===== config.mk =====
export PLATFORM = sky130hd
export DESIGN_NAME = fifo_pack_drain_flat
export DESIGN_NICKNAME = d
export VERILOG_FILES = /design/src/rtl/fifo_pack_drain_pkg.sv /design/src/rtl/fifo_pack_drain_if.sv /design/src/rtl/fifo_pack_drain.sv /design/src/flat_wrapper.sv
export SDC_FILE = /design/constraint.sdc
export NUM_CORES = 1
export LEC_CHECK = 0
export CAP_MARGIN = 20
export CELL_PAD_IN_SITES_DETAIL_PLACEMENT = 2
export CELL_PAD_IN_SITES_GLOBAL_PLACEMENT = 2
export CORE_ASPECT_RATIO = 1.4
export CORE_MARGIN = 1.5
export CORE_UTILIZATION = 28
export DETAILED_ROUTE_END_ITERATION = 12
export GPL_TIMING_DRIVEN = 0
export PLACE_DENSITY = 0.87
export SYNTH_ARGS = -nofsm -noshare
export SYNTH_HDL_FRONTEND = slang
export SYNTH_SLANG_ARGS = --single-unit

===== constraint.sdc =====
create_clock -name clk -period 2.8 [get_ports clk]
set_input_delay 0.42 -clock clk [delete_from_list [all_inputs] [get_ports clk]]
set_output_delay 0.42 -clock clk [all_outputs]
set_load 0.01 [all_outputs]

===== src/rtl/fifo_pack_drain_pkg.sv =====
// fifo_pack_drain_pkg
// Shared definitions for the FIFO pack/drain block: default geometry and
// the FILL/HOLD state encodings. No ports (package).

package fifo_pack_drain_pkg;

  // Default geometry: 5-bit FIFO entries packed four to a word.
  localparam int DATA_WIDTH_DEF     = 5;
  localparam int PACK_NUM_DEF       = 4;
  localparam int PACK_NUM_WIDTH_DEF = 2;

  // FILL: collecting entries from the FIFO.
  // HOLD: packed word presented on the output, waiting for acceptance.
  localparam logic [0:0] ST_FILL = 1'b0;
  localparam logic [0:0] ST_HOLD = 1'b1;

endpackage


===== src/rtl/fifo_pack_drain_if.sv =====
// fifo_pack_drain_if
// Bundles the FIFO read port, the flush request and the packed-word output
// channel of fifo_pack_drain.
//   fifo_empty_i  FIFO empty flag
//   fifo_rdata_i  FIFO head entry (first-word-fall-through), valid when !fifo_empty_i
//   fifo_rd_en_o  pop FIFO head at this clock edge
//   flush_i       emit a partially filled word
//   out_valid_o   packed word valid
//   out_ready_i   consumer accepts word
//   out_data_o    packed word, lane 0 in the LSBs
//   out_cnt_o     number of valid lanes while out_valid_o, else 0
// Handshake: a word transfers on every clock edge where out_valid_o and
// out_ready_i are both high; once raised, out_valid_o, out_data_o and
// out_cnt_o hold steady until that transfer, and out_valid_o never depends
// on out_ready_i. A FIFO entry is consumed on every edge where fifo_rd_en_o
// is high, which is never the case while fifo_empty_i is high.
// master = the packing block, slave = its environment.

interface fifo_pack_drain_if
  import fifo_pack_drain_pkg::*;
#(
  parameter int DATA_WIDTH     = DATA_WIDTH_DEF,
  parameter int PACK_NUM       = PACK_NUM_DEF,
  parameter int PACK_NUM_WIDTH = PACK_NUM_WIDTH_DEF
);

  logic                           fifo_empty_i;
  logic [DATA_WIDTH-1:0]          fifo_rdata_i;
  logic                           fifo_rd_en_o;
  logic                           flush_i;
  logic                           out_valid_o;
  logic                           out_ready_i;
  logic [PACK_NUM*DATA_WIDTH-1:0] out_data_o;
  logic [PACK_NUM_WIDTH:0]        out_cnt_o;

  modport master (
    input  fifo_empty_i, fifo_rdata_i, flush_i, out_ready_i,
    output fifo_rd_en_o, out_valid_o, out_data_o, out_cnt_o
  );

  modport slave (
    output fifo_empty_i, fifo_rdata_i, flush_i, out_ready_i,
    input  fifo_rd_en_o, out_valid_o, out_data_o, out_cnt_o
  );

endinterface


===== src/rtl/fifo_pack_drain.sv =====
// fifo_pack_drain
// Pops narrow entries from a first-word-fall-through FIFO and packs
// PACK_NUM consecutive entries into one wide word presented on a
// valid/ready channel. flush_i emits a partially filled word early;
// unwritten lanes of a partial word read as 0.
// Ports:
//   clk          clock
//   rst          synchronous active-high reset
//   bus          fifo_pack_drain_if.master (FIFO read port, flush, output channel)
//   dbg_state_o  current FSM state (ST_FILL / ST_HOLD)

module fifo_pack_drain
  import fifo_pack_drain_pkg::*;
#(
  parameter int DATA_WIDTH     = DATA_WIDTH_DEF,
  parameter int PACK_NUM       = PACK_NUM_DEF,
  parameter int PACK_NUM_WIDTH = PACK_NUM_WIDTH_DEF
) (
  input  logic              clk,
  input  logic              rst,
  fifo_pack_drain_if.master bus,
  output logic [0:0]        dbg_state_o
);

  localparam logic [PACK_NUM_WIDTH-1:0] LAST_LANE = PACK_NUM_WIDTH'(PACK_NUM - 1);

  logic [0:0]                     state;
  logic [PACK_NUM_WIDTH-1:0]      cnt;
  logic [DATA_WIDTH-1:0]          lanes [PACK_NUM];
  logic [PACK_NUM_WIDTH:0]        out_cnt;
  logic [PACK_NUM*DATA_WIDTH-1:0] packed_word;

  logic                           pop;
  logic                           accept;
  logic [PACK_NUM_WIDTH:0]        eff_cnt;

  // In HOLD a pop is only allowed on the accept cycle, so the first entry of
  // the next word overlaps the handshake and sustained throughput stays at
  // one word every PACK_NUM cycles.
  assign pop     = !bus.fifo_empty_i && ((state == ST_FILL) || bus.out_ready_i);
  assign accept  = (state == ST_HOLD) && bus.out_ready_i;
  // Lanes the word would hold if it were closed at this edge.
  assign eff_cnt = {1'b0, cnt} + {{PACK_NUM_WIDTH{1'b0}}, pop};

  always_ff @(posedge clk) begin
    if (rst) begin
      state   <= ST_FILL;
      cnt     <= '0;
      out_cnt <= '0;
      for (int i = 0; i < PACK_NUM; i++) lanes[i] <= '0;
    end else begin
      case (state)
        ST_FILL: begin
          if (pop) lanes[cnt] <= bus.fifo_rdata_i;
          if (pop && (cnt == LAST_LANE)) begin
            state   <= ST_HOLD;
            out_cnt <= (PACK_NUM_WIDTH + 1)'(PACK_NUM);
            cnt     <= '0;
          end else if (bus.flush_i && (eff_cnt != '0)) begin
            // A pop on the flush edge is part of the flushed word.
            state   <= ST_HOLD;
            out_cnt <= eff_cnt;
            cnt     <= '0;
          end else if (pop) begin
            cnt <= cnt + PACK_NUM_WIDTH'(1);
          end
        end
        default: begin
          // flush_i is ignored here and not remembered.
          if (accept) begin
            state   <= ST_FILL;
            out_cnt <= '0;
            for (int i = 0; i < PACK_NUM; i++) lanes[i] <= '0;
            if (pop) begin
              lanes[0] <= bus.fifo_rdata_i;
              cnt      <= PACK_NUM_WIDTH'(1);
            end else begin
              cnt <= '0;
            end
          end
        end
      endcase
    end
  end

  always_comb begin
    packed_word = '0;
    for (int i = 0; i < PACK_NUM; i++) packed_word[i*DATA_WIDTH +: DATA_WIDTH] = lanes[i];
  end

  assign bus.fifo_rd_en_o = pop;
  assign bus.out_valid_o  = (state == ST_HOLD);
  assign bus.out_data_o   = packed_word;
  assign bus.out_cnt_o    = out_cnt;
  assign dbg_state_o      = state;

endmodule


===== src/flat_wrapper.sv =====
// flat-port wrapper written by rule: the top's interface ports become plain ports
module fifo_pack_drain_flat import fifo_pack_drain_pkg::*;
#(
  parameter int DATA_WIDTH     = DATA_WIDTH_DEF,
  parameter int PACK_NUM       = PACK_NUM_DEF,
  parameter int PACK_NUM_WIDTH = PACK_NUM_WIDTH_DEF
)
  (clk, rst, dbg_state_o, bus_fifo_empty_i, bus_fifo_rdata_i, bus_flush_i, bus_out_ready_i, bus_fifo_rd_en_o, bus_out_valid_o, bus_out_data_o, bus_out_cnt_o);
  fifo_pack_drain_if #(.DATA_WIDTH(DATA_WIDTH), .PACK_NUM(PACK_NUM), .PACK_NUM_WIDTH(PACK_NUM_WIDTH)) bus_i ();
  input  logic clk;
  input  logic rst;
  output logic [0:0] dbg_state_o;
  input wire logic [$bits(bus_i.fifo_empty_i)-1:0] bus_fifo_empty_i;
  input wire logic [$bits(bus_i.fifo_rdata_i)-1:0] bus_fifo_rdata_i;
  input wire logic [$bits(bus_i.flush_i)-1:0] bus_flush_i;
  input wire logic [$bits(bus_i.out_ready_i)-1:0] bus_out_ready_i;
  output wire logic [$bits(bus_i.fifo_rd_en_o)-1:0] bus_fifo_rd_en_o;
  output wire logic [$bits(bus_i.out_valid_o)-1:0] bus_out_valid_o;
  output wire logic [$bits(bus_i.out_data_o)-1:0] bus_out_data_o;
  output wire logic [$bits(bus_i.out_cnt_o)-1:0] bus_out_cnt_o;
  assign bus_i.fifo_empty_i = bus_fifo_empty_i;
  assign bus_i.fifo_rdata_i = bus_fifo_rdata_i;
  assign bus_i.flush_i = bus_flush_i;
  assign bus_i.out_ready_i = bus_out_ready_i;
  assign bus_fifo_rd_en_o = bus_i.fifo_rd_en_o;
  assign bus_out_valid_o = bus_i.out_valid_o;
  assign bus_out_data_o = bus_i.out_data_o;
  assign bus_out_cnt_o = bus_i.out_cnt_o;
  fifo_pack_drain #(.DATA_WIDTH(DATA_WIDTH), .PACK_NUM(PACK_NUM), .PACK_NUM_WIDTH(PACK_NUM_WIDTH)) u_core (.clk(clk), .rst(rst), .bus(bus_i), .dbg_state_o(dbg_state_o));
endmodule

### Word-level counts from Yosys, hierarchy flattened

Memory sizes are Yosys's and may differ from the RTL's.
Index checks and enable logic that the tools add are counted.

* $add $sub $neg: 2
* bitwise logic cells: 6
* mux-type cells: 36
* equal/unequal tests: 2
* reductions and logical operators: 12

Operators with widths (count)
* 5-bit 2-to-1 mux: 6
* 1-bit 2-to-1 mux: 20
* 2-bit 2-to-1 mux: 6
* 3-bit 2-to-1 mux: 4
* 3-bit nonzero test: 2
* 1-bit OR: 5
* 5-bit OR reduction: 1
* 1-bit logical AND: 4
* 2-bit AND reduction: 2
* 4-bit nonzero test: 1
* 2-bit by 1-bit adder with 3-bit output: 1
* 2-bit by 1-bit adder with 2-bit output, second input constant: 1
* 2-bit equality test, second input constant: 1
* 2-bit != test, second input constant: 1
* 1-bit logical NOT: 1
* 1-bit logical OR: 1
* 1-bit NOT: 1

* output and inout port bits: 26
* memory bits (writable): 20
* bits of input ports: 10
* memories: 1
* flip-flop bits (word level): 6

Memory list
* u_core.lanes: depth 4, width 5, rd ports 4, clocked after Yosys merged registers in 0, write ports 4, RTL line fifo_pack_drain.sv:29 `logic [DATA_WIDTH-1:0] lanes [PACK_NUM];`

### Depth between registers and ports, before layout

* depth after elaboration: 10
* gate-level depth with buffers: 8

### Worst setup path after synthesis

Ideal clock, no wire load.

* path kind: register to register
* from: register u_core.state (netlist: u_core.bus.out_valid_o)
* to: register u_core.out_cnt[2] (netlist: u_core.bus.out_cnt_o[2])
* arrival: 2.267 ns
* slack: 0.417 ns
* stages on the path, launching flop included: 9
* data required time: 2.684 ns
* cell sequence: dfxtp_1 > buf_4 > nor2b_1 > nor2_1 > ha_1 > ha_1 > o31ai_1 > a21oi_1 > o211a_1

* word-level cells in the longest chain between the ends: 8

Ends and longest elaborated chain
* start, declared: RTL line fifo_pack_drain.sv:27 `logic [0:0] state;`
* start signal, assigned: RTL line fifo_pack_drain.sv:47 `state <= ST_FILL;`
* start signal, assigned: RTL line fifo_pack_drain.sv:56 `state <= ST_HOLD;`
* start signal, assigned: RTL line fifo_pack_drain.sv:61 `state <= ST_HOLD;`
* 1-bit NOT *: RTL line fifo_pack_drain.sv:40 `assign pop = !bus.fifo_empty_i && ((state == ST_FILL) || bus.out_ready_i);`
* 1-bit logical OR *: RTL line fifo_pack_drain.sv:40
* 1-bit logical AND *: RTL line fifo_pack_drain.sv:40
* net bus_fifo_rd_en_o: RTL line flat_wrapper.sv:17 `output wire logic [$bits(bus_i.fifo_rd_en_o)-1:0] bus_fifo_rd_en_o;`
* 2-bit by 1-bit adder with 3-bit output: RTL line fifo_pack_drain.sv:43 `assign eff_cnt = {1'b0, cnt} + {{PACK_NUM_WIDTH{1'b0}}, pop};`
* 3-bit nonzero test: RTL line fifo_pack_drain.sv:59 `end else if (bus.flush_i && (eff_cnt != '0)) begin`
* 1-bit logical AND: RTL line fifo_pack_drain.sv:59
* 3-bit nonzero test (no line)
* 2-bit AND reduction (no line)
* end signal, assigned: RTL line fifo_pack_drain.sv:57 `out_cnt <= (PACK_NUM_WIDTH + 1)'(PACK_NUM);`
* end signal, assigned: RTL line fifo_pack_drain.sv:62 `out_cnt <= eff_cnt;`
* end, declared: RTL line fifo_pack_drain.sv:30 `logic [PACK_NUM_WIDTH:0] out_cnt;`

Mark *: on every way through the listed nets, which the timed path passes. The rest lies on a longest branch. The select of a mux whose other input is x is not followed.
A chain may end at the register's enable or synchronous reset.

### Worst setup path in the final report

* from: register u_core.state (netlist: u_core.bus.out_valid_o)
* to: register u_core.out_cnt[2] (netlist: u_core.bus.out_cnt_o[2])

* word-level cells in the longest chain between the ends: 8

Ends and longest elaborated chain (RTL line)
* 1-bit NOT: fifo_pack_drain.sv:40
* 1-bit logical OR: fifo_pack_drain.sv:40
* 1-bit logical AND: fifo_pack_drain.sv:40
* 2-bit by 1-bit adder with 3-bit output: fifo_pack_drain.sv:43
* 3-bit nonzero test: fifo_pack_drain.sv:59
* 1-bit logical AND: fifo_pack_drain.sv:59
* 3-bit nonzero test (no line)
* 2-bit AND reduction (no line)

Several ways; a longest one is shown, not always the timed one. The select of a mux whose other input is x is not followed.

==> flow_summary.yaml <==
run_status:
  outcome: "complete, no violations"
worst_setup_path:
  worst-r2r-cell-count: 8
  rrSetupSlack_ns: 0.15
  timing.rr.start: "u_core.bus.out_valid_o"
  worstSetupEndpoint: "u_core.bus.out_cnt_o[2]"
  critPathSlowestCell: "dfxtp_1"
  cp-startpoint: "u_core.bus.out_valid_o"
  end_kind: "flip-flop"
  startpoint_type: "flip-flop"
  critPathArrivalTime_ns: 2.83
  rr_endpoint: "u_core.bus.out_cnt_o[2]"
  cpMostUsedCell: "ha_1"
  crit_chain: "buf_4 -> nor2b_1 -> nor2_1 -> ha_1 -> ha_1 -> o31ai_2 -> a21oi_1 -> o211a_1"
  worstSetupPathType: "flip-flop to flip-flop"
  cp_slowest_stage_delay_ns: 0.48
  cp_max_fo: 10
  cp.required_ns: 2.98
layout:
  drive_above_1_share: 0.112
  final_cell_mix: "clkdlybuf4s50_1 (35), dfxtp_1 (16), a21oi_1 (13)"
  area_delta_synth_final_pct: 38.3
  final_common_cell: "clkdlybuf4s50_1"
  n_antenna_cell: 0
  utilization: 0.406
  fin_nets: 178
floorplanning:
  start_util: 0.294
  die_w_um: 59.4
  die_h_um: 81.9
  die_area_mm2: 0.00486
  core_area_mm2: 0.00424
  num_rows: 28
  io_pins: 36
synthesis:
  syn_nets: 138
  syn_avg_cell_area_um2: 10.2
  synth_warnings: 0
  yosysSeqAreaShare: 0.498
  synth-seq-cells: 26
  ys.flop_type: "dfxtp_1"
  synthCells: 122
  async_flop_share: 0
  netlist_area_mm2: 0.00124
  synth-edff-count: 10
  synth.distinct_cells: 33
route:
  wl_per_cell_um: 16.9
  routed_wl_um: 3740
  first_pass_iters: 3
  dr_total_vias: 1079
  drtIter0Drc: 7
  drc: 0
  final_antenna_net_count: 0
  viasPerCell: 4.88
sta:
  finalSetupViolCount: 0
  finClkSkew_ns: 0.00641
  slew_violations: 0
  worstMarginPinSlew_ns: 0.790
  fmax_mhz: 377
  report.final.hold_viol_count: 0
  rsz0062_at_grt: "no"
  tns_ns: 0
  period_share: 0.948
  slew_headroom: 0.472
  min_period_ns: 2.65
global_route:
  grt.total_usage: 0.164
  overflow: 0
  antenna_found_initial: 0
  grt_pass1_wl_um: 6040
  grt_start_max_net_pins: 15
  grt_pass1_vias: 1194
place:
  place_congestion: 0.751
  dp_hpwl_um: 2950
  io_buffers: 35
clocking:
  path_clk_slew_ns: 0.09
  cts_tree: "built"
  htreeDepth: 1
  root_buffer: "clkbuf_8"
  worstSkewPairLatency_ns: 0.27
  clock_path_buffers: 2
  clock-sinks: 26
  holdBufCountCts: 0
  numCtsBuffers: 3
power_and_ir_drop:
  power.density_mw_per_mm2: 506
  p_leak_nw: 0.636
  peakVddDrop_uv: 177
job:
  max_cap_violations: 0
min_path:
  hold_class: "flip-flop to flip-flop"
[Yosys cell counts, types with 3 or more instances]
cell | instances | area share
nor2b_1 | 7 | 0.035
nand3_1 | 5 | 0.020
nand2_1 | 7 | 0.021
and2_1 | 11 | 0.055
dfxtp_1 | 16 | 0.26
a21oi_1 | 13 | 0.052
or3b_2 | 5 | 0.035
edfxtp_1 | 10 | 0.24
inv_1 | 3 | 0.0090
ha_1 | 6 | 0.060
nand4_1 | 4 | 0.020
nor2_1 | 3 | 0.0090
o21ai_0 | 7 | 0.028
[power breakdown]
group | total (mW) | leakage, nW | internal, mW | switching [mW]
Sequential | 0.441 | 0.235 | 0.422 | 0.0196
Combinational | 0.209 | 0.378 | 0.105 | 0.105
Clock | 0.220 | 0.0231 | 0.0985 | 0.121
[final cells by class]
type | count | area [um^2]
multi-input cells | 87 | 584
clock inverters | 1 | 3.75
well taps | 60 | 75.1
repair buffers | 35 | 350
flip-flops and latches | 26 | 621
plain buffers | 6 | 35.0
inverters | 3 | 11.3
clock buffers | 3 | 41.3
fillers | 484 | 2520
[critical path: cells and delay by family (launching register included)]
kind | cells | cell delay [ns]
flops | 1 | 0.48
compound gates | 3 | 0.80
fa+ha+maj | 2 | 0.54
simple gates | 2 | 0.51
buf+inv | 1 | 0.23
[how the worst min path moves through the flow]
stage | from | end | slack (ns) | cells after the start
finish | u_core.bus.out_cnt_o[1] | u_core.bus.out_cnt_o[1] | 0.53 | 2
global route | u_core.bus.out_cnt_o[2] | u_core.bus.out_cnt_o[2] | 0.56 | 1
CTS | u_core.bus.out_cnt_o[0] | u_core.bus.out_cnt_o[0] | 0.53 | 2
detailed placement | u_core.bus.out_cnt_o[2] | u_core.bus.out_cnt_o[2] | 0.50 | 1
global placement | u_core.bus.out_cnt_o[0] | u_core.bus.out_cnt_o[0] | 0.49 | 2
floorplan | u_core.cnt[1] | u_core.cnt[1] | 0.50 | 2
[routing by layer]
layer | up-vias | wire length [um] | share of wire | global-route usage
li1 | 519 | - | - | -
met4 | 0 | 24 | 0.0064 | 0.0341
met3 | 2 | 144 | 0.038 | 0.0220
met5 | - | 0 | 0 | 0
met1 | 526 | 1450 | 0.39 | 0.184
met2 | 32 | 2120 | 0.57 | 0.320
[metrics by stage]
| stage | hold WS, ns | power (mW) | cell area, um^2 | std cells | setup slack, ns |
|---|---|---|---|---|---|
| 2_1_floorplan | 0.498 | 0.547 | 1240 | 122 | 0.417 |
| 3_3_place_gp | 0.486 | 0.643 | 1670 | 217 | -0.270 |
| 3_5_place_dp | 0.503 | 0.658 | 1670 | 217 | -0.355 |
| 4_1_cts | 0.531 | 0.883 | 1720 | 221 | 0.0970 |
| 5_1_grt | 0.562 | 0.912 | 1720 | 221 | 0.0371 |
| 6_report | 0.526 | 0.871 | 1720 | 221 | 0.145 |
[sequential cells by signal, indices dropped and copies added (netlist names)]
register	count
u_core.lanes	20
u_core.bus.out_valid_o	1
u_core.cnt	2
u_core.bus.out_cnt_o	3
[cells by family after synthesis]
kind of cell               Yosys count  share of synthesized area
buffers and inverters                9                     0.0362
DFF                                 26                      0.498
adders and majority gates            6                     0.0603
AOI/OAI and AO/OA                   27                      0.124
muxes                                2                     0.0171
and+or+nand+nor                     52                      0.264
[what timing repair did]
action / in CTS / in global routing
endpoints found under the setup margin: 4 / 1
cloned: 0 / 0
gates resized for setup: 1 / 2
buffers inserted: 0 / 0
Note: power is estimated with default switching activity, not from simulation.
